**src/rtl/alu_issue_stage.sv**
```systemverilog
`default_nettype none
// ============================================================================
// Module   : alu_issue_stage
// Purpose  : ID->EX issue stage for the 16-bit MIPS-style core. Decodes the
//            instruction into an alu_16b control code, formats the operands
//            (sign/zero extension, shift amount placed in opB[10:6]), and
//            presents the result through a registered output stage backed by
//            a single skid entry. Valid/ready handshakes on both sides; a
//            flush from branch logic drops everything buffered.
// Ports    : clk, rst (sync, active-high), flush
//            in_valid/in_ready, instr[15:0], rs_data[31:0], rt_data[31:0]
//            out_valid/out_ready, alu_ctrl[3:0], opA[31:0], opB[31:0],
//            dest_reg[2:0], wb_en, illegal (sticky), issue_cnt[CNT_W-1:0]
// Revision : 1.0  initial release
// ============================================================================
module alu_issue_stage #(
    parameter int CNT_W = 16
) (
    input  logic             clk,
    input  logic             rst,
    input  logic             flush,
    input  logic             in_valid,
    output logic             in_ready,
    input  logic [15:0]      instr,
    input  logic [31:0]      rs_data,
    input  logic [31:0]      rt_data,
    output logic             out_valid,
    input  logic             out_ready,
    output logic [3:0]       alu_ctrl,
    output logic [31:0]      opA,
    output logic [31:0]      opB,
    output logic [2:0]       dest_reg,
    output logic             wb_en,
    output logic             illegal,
    output logic [CNT_W-1:0] issue_cnt
);

    // Payload layout: {alu_ctrl, opA, opB, dest_reg, wb_en}
    localparam int c_PW = 4 + 32 + 32 + 3 + 1;

    localparam logic [3:0] c_ALU_NOP  = 4'b0000;
    localparam logic [3:0] c_ALU_ADD  = 4'b0001;
    localparam logic [3:0] c_ALU_SUB  = 4'b1001;
    localparam logic [3:0] c_ALU_AND  = 4'b0011;
    localparam logic [3:0] c_ALU_OR   = 4'b0100;
    localparam logic [3:0] c_ALU_SLL  = 4'b0101;
    localparam logic [3:0] c_ALU_SRL  = 4'b1101;
    localparam logic [3:0] c_ALU_LUI  = 4'b0111;
    localparam logic [3:0] c_ALU_SLT  = 4'b0010;
    localparam logic [3:0] c_ALU_SLTU = 4'b1010;

    logic [3:0]      w_op;
    logic [2:0]      w_funct;
    logic [5:0]      w_imm6;
    logic [8:0]      w_imm9;
    logic [31:0]     w_sext6;
    logic [31:0]     w_zext6;

    logic [3:0]      w_ctrl;
    logic [31:0]     w_opa;
    logic [31:0]     w_opb;
    logic [2:0]      w_dest;
    logic            w_illegal;
    logic [c_PW-1:0] w_payload;

    logic            w_accept;
    logic            w_drain;
    logic            w_out_free;

    logic [c_PW-1:0]  r_out;
    logic             r_out_valid;
    logic [c_PW-1:0]  r_skid;
    logic             r_skid_valid;
    logic             r_illegal;
    logic [CNT_W-1:0] r_cnt;

    assign w_op    = instr[15:12];
    assign w_funct = instr[2:0];
    assign w_imm6  = instr[5:0];
    assign w_imm9  = instr[8:0];
    assign w_sext6 = {{26{w_imm6[5]}}, w_imm6};
    assign w_zext6 = {26'b0, w_imm6};

    always_comb begin
        w_ctrl    = c_ALU_NOP;
        w_opa     = 32'b0;
        w_opb     = 32'b0;
        w_dest    = 3'b0;
        w_illegal = 1'b0;
        case (w_op)
            4'b0000: begin
                w_opa  = rs_data;
                w_opb  = rt_data;
                w_dest = instr[5:3];
                case (w_funct)
                    3'b000:  w_ctrl = c_ALU_ADD;
                    3'b001:  w_ctrl = c_ALU_SUB;
                    3'b010:  w_ctrl = c_ALU_AND;
                    3'b011:  w_ctrl = c_ALU_OR;
                    3'b100:  w_ctrl = c_ALU_SLT;
                    3'b101:  w_ctrl = c_ALU_SLTU;
                    default: w_illegal = 1'b1;
                endcase
            end
            4'b0001: begin w_ctrl = c_ALU_ADD;  w_opa = rs_data; w_opb = w_sext6; w_dest = instr[8:6]; end
            4'b0010: begin w_ctrl = c_ALU_AND;  w_opa = rs_data; w_opb = w_zext6; w_dest = instr[8:6]; end
            4'b0011: begin w_ctrl = c_ALU_OR;   w_opa = rs_data; w_opb = w_zext6; w_dest = instr[8:6]; end
            4'b0100: begin w_ctrl = c_ALU_SLT;  w_opa = rs_data; w_opb = w_sext6; w_dest = instr[8:6]; end
            4'b0101: begin w_ctrl = c_ALU_SLTU; w_opa = rs_data; w_opb = w_sext6; w_dest = instr[8:6]; end
            4'b0110: begin
                w_ctrl = c_ALU_SLL; w_opa = rs_data; w_dest = instr[8:6];
                w_opb  = {21'b0, w_imm6[4:0], 6'b0};
            end
            4'b0111: begin
                w_ctrl = c_ALU_SRL; w_opa = rs_data; w_dest = instr[8:6];
                w_opb  = {21'b0, w_imm6[4:0], 6'b0};
            end
            4'b1000: begin w_ctrl = c_ALU_LUI; w_opb = {23'b0, w_imm9}; w_dest = instr[11:9]; end
            default: w_illegal = 1'b1;
        endcase
        // Illegal ops still flow downstream, but as an inert bubble.
        if (w_illegal) begin
            w_ctrl = c_ALU_NOP;
            w_opa  = 32'b0;
            w_opb  = 32'b0;
            w_dest = 3'b0;
        end
    end

    assign w_payload = {w_ctrl, w_opa, w_opb, w_dest, ~w_illegal};

    // in_ready is a pure register output: the skid must be empty.
    assign in_ready   = ~r_skid_valid;
    assign w_accept   = in_valid & ~r_skid_valid & ~flush;
    assign w_drain    = r_out_valid & out_ready;
    assign w_out_free = ~r_out_valid | out_ready;

    always_ff @(posedge clk) begin
        if (rst) begin
            r_out        <= '0;
            r_out_valid  <= 1'b0;
            r_skid       <= '0;
            r_skid_valid <= 1'b0;
            r_illegal    <= 1'b0;
            r_cnt        <= '0;
        end else begin
            if (w_drain) begin
                r_cnt <= r_cnt + {{(CNT_W-1){1'b0}}, 1'b1};
            end
            if (flush) begin
                r_out_valid  <= 1'b0;
                r_skid_valid <= 1'b0;
                r_illegal    <= 1'b0;
            end else begin
                if (w_accept && w_illegal) begin
                    r_illegal <= 1'b1;
                end
                if (w_out_free) begin
                    // Skid is older than anything arriving now; it goes first.
                    // A new accept cannot coincide with a full skid.
                    if (r_skid_valid) begin
                        r_out        <= r_skid;
                        r_out_valid  <= 1'b1;
                        r_skid_valid <= 1'b0;
                    end else if (w_accept) begin
                        r_out       <= w_payload;
                        r_out_valid <= 1'b1;
                    end else begin
                        r_out_valid <= 1'b0;
                    end
                end else if (w_accept) begin
                    r_skid       <= w_payload;
                    r_skid_valid <= 1'b1;
                end
            end
        end
    end

    assign {alu_ctrl, opA, opB, dest_reg, wb_en} = r_out;
    assign out_valid = r_out_valid;
    assign illegal   = r_illegal;
    assign issue_cnt = r_cnt;

endmodule
`default_nettype wire

```
**config.mk**
```make
export PLATFORM = sky130hd
export DESIGN_NAME = alu_issue_stage
export DESIGN_NICKNAME = d
export VERILOG_FILES = /design/src/rtl/alu_issue_stage.sv
export SDC_FILE = /design/constraint.sdc
export NUM_CORES = 1
export LEC_CHECK = 0
export CORE_UTILIZATION = 55
export CTS_CLUSTER_DIAMETER = 100
export DETAILED_ROUTE_END_ITERATION = 7
export GPL_TIMING_DRIVEN = 0
export PLACE_DENSITY = 0.95
export SLEW_MARGIN = 15
export SYNTH_ARGS = -nofsm -noshare
export SYNTH_HDL_FRONTEND = slang
export SYNTH_SLANG_ARGS = --single-unit
```
**constraint.sdc**
```tcl
create_clock -name clk -period 4.1 [get_ports clk]
set_input_delay 0.41 -clock clk [delete_from_list [all_inputs] [get_ports clk]]
set_output_delay 0.41 -clock clk [all_outputs]
set_load 0.005 [all_outputs]
```
### Word-level counts from Yosys, hierarchy flattened

Cells that the tools add are included.
Widths: inputs -> output; s select.

| operators by class | value |
|---|---|
| $add $sub $neg | 1 |
| eq/ne operators | 13 |
| multiplexer cells | 15 |
| bitwise operators | 9 |
| reduce and logical (&&, ||, !) cells | 15 |

Operators by type and width:

| kind | count |
|---|---|
| $pmux 32 s5 | 1 |
| $mux 72 | 2 |
| $mux 32 | 3 |
| $pmux 4 s9 | 1 |
| $pmux 4 s6 | 1 |
| $add 16x1->16 const B | 1 |
| $eq 4x3->1 const B | 4 |
| $reduce_or 8->1 | 2 |
| $pmux 3 s3 | 1 |
| $eq 4x2->1 const B | 2 |
| $reduce_or 7->1 | 1 |
| $eq 3x2->1 const B | 2 |
| $eq 3x3->1 const B | 2 |
| $reduce_and 3->1 | 2 |
| $reduce_or 2->1 | 3 |
| $reduce_or 3->1 | 2 |
| $reduce_or 6->1 | 1 |
| $not 1->1 | 5 |
| $eq 4x1->1 const B | 1 |
| $eq 4x4->1 const B | 1 |
| $logic_not 4->1 | 1 |
| $mux 4 | 1 |
| $and 1x1->1 | 3 |
| $eq 3x1->1 const B | 1 |
| 7 further kinds | 9 |

| word-level totals | value |
|---|---|
| bits in registers | 163 |
| bits of input ports | 85 |
| output and inout bits | 91 |
| logic and storage cells | 59 |

### Longest topological paths before layout

| depth | value |
|---|---|
| word-level depth | 7 |
| gate-level depth with buffers | 8 |

### Least setup slack after synthesis

OpenSTA, ideal clock, no wires.

| timing path | value |
|---|---|
| path kind | input to register |
| from | in instr[12] |
| to | reg r_out[22] |
| data arrival time | 1.711 ns |
| slack | 2.308 ns |
| cell stages on the path | 7 |
| path buffers | 3 |
| cell sequence | buf_4 > o31a_1 > a21o_1 > buf_2 > buf_6 > a211o_1 > a211oi_2 |

| between the ends | value |
|---|---|
| cells in the longest elaborated chain, start to end | 6 |
| elaborated cells on any way between the ends | 18 |
| those cells by class | eq/ne (8); mux (5); reduce/logical (5) |

RTL lines:

| element | RTL line | RTL |
|---|---|---|
| from (decl) | 24 | `input logic [15:0] instr,` |
| $eq 4x4->1 (tied with other cells) | 90 | `case (w_op)` |
| $reduce_or 8->1 (no line) (tied with other cells) | -- |  |
| $pmux 1 s2 or $pmux 32 s5 (tied branches) | 90 |  |
| $mux 32 * | 122 | `if (w_illegal) begin` |
| $mux 72 * | 165 | `end else if (w_accept) begin` |
| $mux 72 * | 161 | `if (r_skid_valid) begin` |
| to (signal assigned) | 162 | `r_out <= r_skid;` |
| to (signal assigned) | 166 | `r_out <= w_payload;` |
| to (decl) | 70 | `logic [c_PW-1:0] r_out;` |

Every way passes the cells marked *; elsewhere a longest branch is shown, timed or not. The select of a mux whose other input is x is not followed.
A chain may end at the register's enable or synchronous reset.

### Worst setup path in the final report

| timing path | value |
|---|---|
| from | in out_ready |
| to | reg r_skid[11] |

| between the ends | value |
|---|---|
| cells in the longest elaborated chain, start to end | 3 |

RTL lines:

| element | RTL line | RTL |
|---|---|---|
| from (decl) | 28 | `input logic out_ready,` |
| $or 1x1->1 | 136 | `assign w_out_free = ~r_out_valid \| out_ready;` |
| $not 1->1 (no line) | -- |  |
| $reduce_and 3->1 (no line) | -- |  |
| to (signal assigned) | 172 | `r_skid <= w_payload;` |
| to (decl) | 72 | `logic [c_PW-1:0] r_skid;` |

Every way passes these cells.

==> impl_metrics.env <==
export IMPL_status="complete, no violations"
export IMPL_viasPerCell=6.28
export IMPL_hold_worst_slack_ns=0.456
export IMPL_min_path_type="register to register"
export IMPL_netlist_area_mm2=0.00773
export IMPL_rows=42
export IMPL_yosys_area_top_type_share=0.422
export IMPL_drv_slew=0
export IMPL_wl_met1_um=9740
export IMPL_synth_fp_nets=1033
export IMPL_synth_area_leaders="dfxtp_1 (42%), a21oi_1 (9.5%), a211oi_1 (5.7%)"
export IMPL_synthCells=947
export IMPL_antenna_cells=0
export IMPL_fmaxAchievable_mhz=396
export IMPL_grt_overflow_total=0
export IMPL_p_int_mw=2.95
export IMPL_drive_above_1_share=0.0843
export IMPL_post_cts_resized=0
export IMPL_wl_met2_um=11800
export IMPL_seqPwrFrac=0.425
export IMPL_drc_errors=0
export IMPL_setup_viol=0
export IMPL_htree_levels=4
export IMPL_critPathSlowestCell="nor3_1"
export IMPL_seq_area_frac_synth=0.422
export IMPL_grt_pass1_wl_um=39500
export IMPL_clk_pin_slew_ns=0.06
export IMPL_p_leak_nw=3.43
export IMPL_wirelength_um=24600
export IMPL_postLayoutCellArea_mm2=0.0103
export IMPL_grt_pass1_vias=7988
export IMPL_drv_cap=0
export IMPL_period_minus_slack_ns=2.52
export IMPL_clk_path_buf_depth=2
export IMPL_placed_area_mm2=0.00967
export IMPL_relSlewSlack=0.380
export IMPL_first_pass_iters=8
export IMPL_cp_max_fo=10
export IMPL_worstSetupStartpointType="primary input"
export IMPL_fin_crit_sh=0.616
export IMPL_initial_core_util=0.575
export IMPL_syn_avg_cell_area_um2=8.16
export IMPL_path_cells="clkdlybuf4s50_1 > nand2b_1 > nor3_1 > clkbuf_1 > o311ai_0 > a21oi_1"
export IMPL_power_clock_fraction=0.443
export IMPL_rsz0062_at_grt="no"
export IMPL_numPortBuffers=172
export IMPL_ioPinCount=176
export IMPL_synth_seq_cells=163
export IMPL_cts_tree="built"
export IMPL_synth_edf_count=0
export IMPL_drtAntennaViolNets=0
export IMPL_final_cell_mix="clkdlybuf4s50_1 (172), dfxtp_1 (163), a21oi_1 (146), nand2_1 (99), nor2_1 (97)"
export IMPL_initialDrtViolationCount=896
export IMPL_grt_max_degree=17
export IMPL_powerDensity_mw_per_mm2=380
export IMPL_critPathCaptureType="register"
export IMPL_ctsHoldBuffers=0
export IMPL_synth_top_cell_by_area="dfxtp_1"
export IMPL_switchingPower_uw=963
export IMPL_track_usage=0.343
export IMPL_finClkSkew_ns=0.00580
export IMPL_tightestPinTransition_ns=0.924
export IMPL_finalHoldViolCount=0
export IMPL_die_w_um=121
export IMPL_antenna_found_initial=0
export IMPL_core_area_mm2=0.0135
export IMPL_dr_wl_met3_um=2210
export IMPL_critPathRequiredTime_ns=4.46
export IMPL_power_frac_comb=0.132
export IMPL_root_buffer="clkbuf_16"
export IMPL_power_total_mw=3.92
export IMPL_worstPathArrival_ns=2.88
export IMPL_netSwitchingFraction=0.246
export IMPL_top_layer_used="met4"
export IMPL_worstSkewPairLatency_ns=0.43
export IMPL_synth_flop_cell="dfxtp_1"
export IMPL_ys_types=59
export IMPL_slowest_delay_ns=0.78
export IMPL_die_area_mm2=0.0145
export IMPL_yosysWarnings=0
export IMPL_vias=8329
export IMPL_final_common_cell="clkdlybuf4s50_1"
export IMPL_max_vdd_ir_drop_mv=0.280
export IMPL_die_y_um=121
export IMPL_syn2layout_area_growth_pct=33.4
export IMPL_cts_sinks=163
export IMPL_cts_setup_buffers=0
export IMPL_timing_critical_path_buf_inv=2
export IMPL_asyncSetResetFlopFracSynth=0
export IMPL_critPathKind="primary input to register"
export IMPL_wire_per_inst_um=18.5
export IMPL_crit_family="simple AND/OR/NAND/NOR gates"
export IMPL_routabilityCongestion=0.967
export IMPL_cts_buffers=17
export IMPL_tns_ns=0
export IMPL_fin_nets=1224
export IMPL_post_route_util=0.767
export IMPL_dp_hpwl_um=17000
Yosys cell counts (8+ instances only):
master / n
dfxtp_1: 163
a21oi_1: 146
nand2_1: 99
nor2_1: 97
nand3_1: 74
clkbuf_1: 71
a211oi_1: 59
a211o_1: 42
buf_2: 23
a211oi_2: 19
o21ai_0: 13
nor3_1: 11
o211ai_1: 10
nand2b_1: 8
o31ai_1: 8
state kept, by name, summed over array words and instances, names as in the netlist:
signal	count
r_out	72
r_skid	72
issue_cnt	16
illegal	1
out_valid	1
r_skid_valid	1
power groups by stage:
stage	Combinational, mW	Sequential, mW	Clock, mW
2_1_floorplan	0.243	1.70	0
4_1_cts	0.510	1.66	1.73
3_3_place_gp	0.495	1.70	0
3_5_place_dp	0.503	1.70	0
6_report	0.517	1.66	1.74
5_1_grt	0.555	1.67	1.81
area by class of cell:
type | count | area [µm²]
clock buffers | 21 | 470
inverters | 7 | 26.3
fillers | 970 | 3140
plain buffers | 100 | 430
clock inverters | 11 | 171
repair buffers | 172 | 1720
multi-input cells | 677 | 4010
flip-flops and latches | 163 | 3260
well taps | 176 | 220
final timing paths:
kind / from / to / slack, ns / cells past startpoint
max: out_ready / r_skid[11] / 1.58 / 6
min: r_skid[40] / r_skid[40] / 0.46 / 2
max reg2reg: out_valid / r_skid[11] / 1.71 / 5
min reg2reg: r_skid[40] / r_skid[40] / 0.46 / 2
layer usage:
layer,GRT usage,vias to the layer above
met5,0,-
met4,0.168,0
met3,0.0731,81
met2,0.568,499
met1,0.421,3933
li1,-,3816
worst register-to-register path, stage by stage, from the launching register on:
cell	delay, ns
dfxtp_1	0.52
nand2b_1	0.18
nor3_1	0.78
clkbuf_1	0.45
o311ai_0	0.23
a21oi_1	0.16
cell families (layout without fill, tap and decap cells):
logic type	count (synthesis)	count (layout)	share of synthesized area
simple gates	334	334	0.204
mux	7	7	0.00923
fa+ha+maj	1	1	0.00162
flops	163	163	0.422
compound gates	327	327	0.295
buf+inv	107	311	0.0591
xor+xnor	8	8	0.00906
stage by stage:
stage	std cells	setup WS [ns]
after floorplan	947	2.31
after global placement	1295	1.22
after detailed placement	1295	1.25
after CTS	1327	1.66
after global routing	1327	1.45
final	1327	1.58
Power figures use the tool's default switching activity.
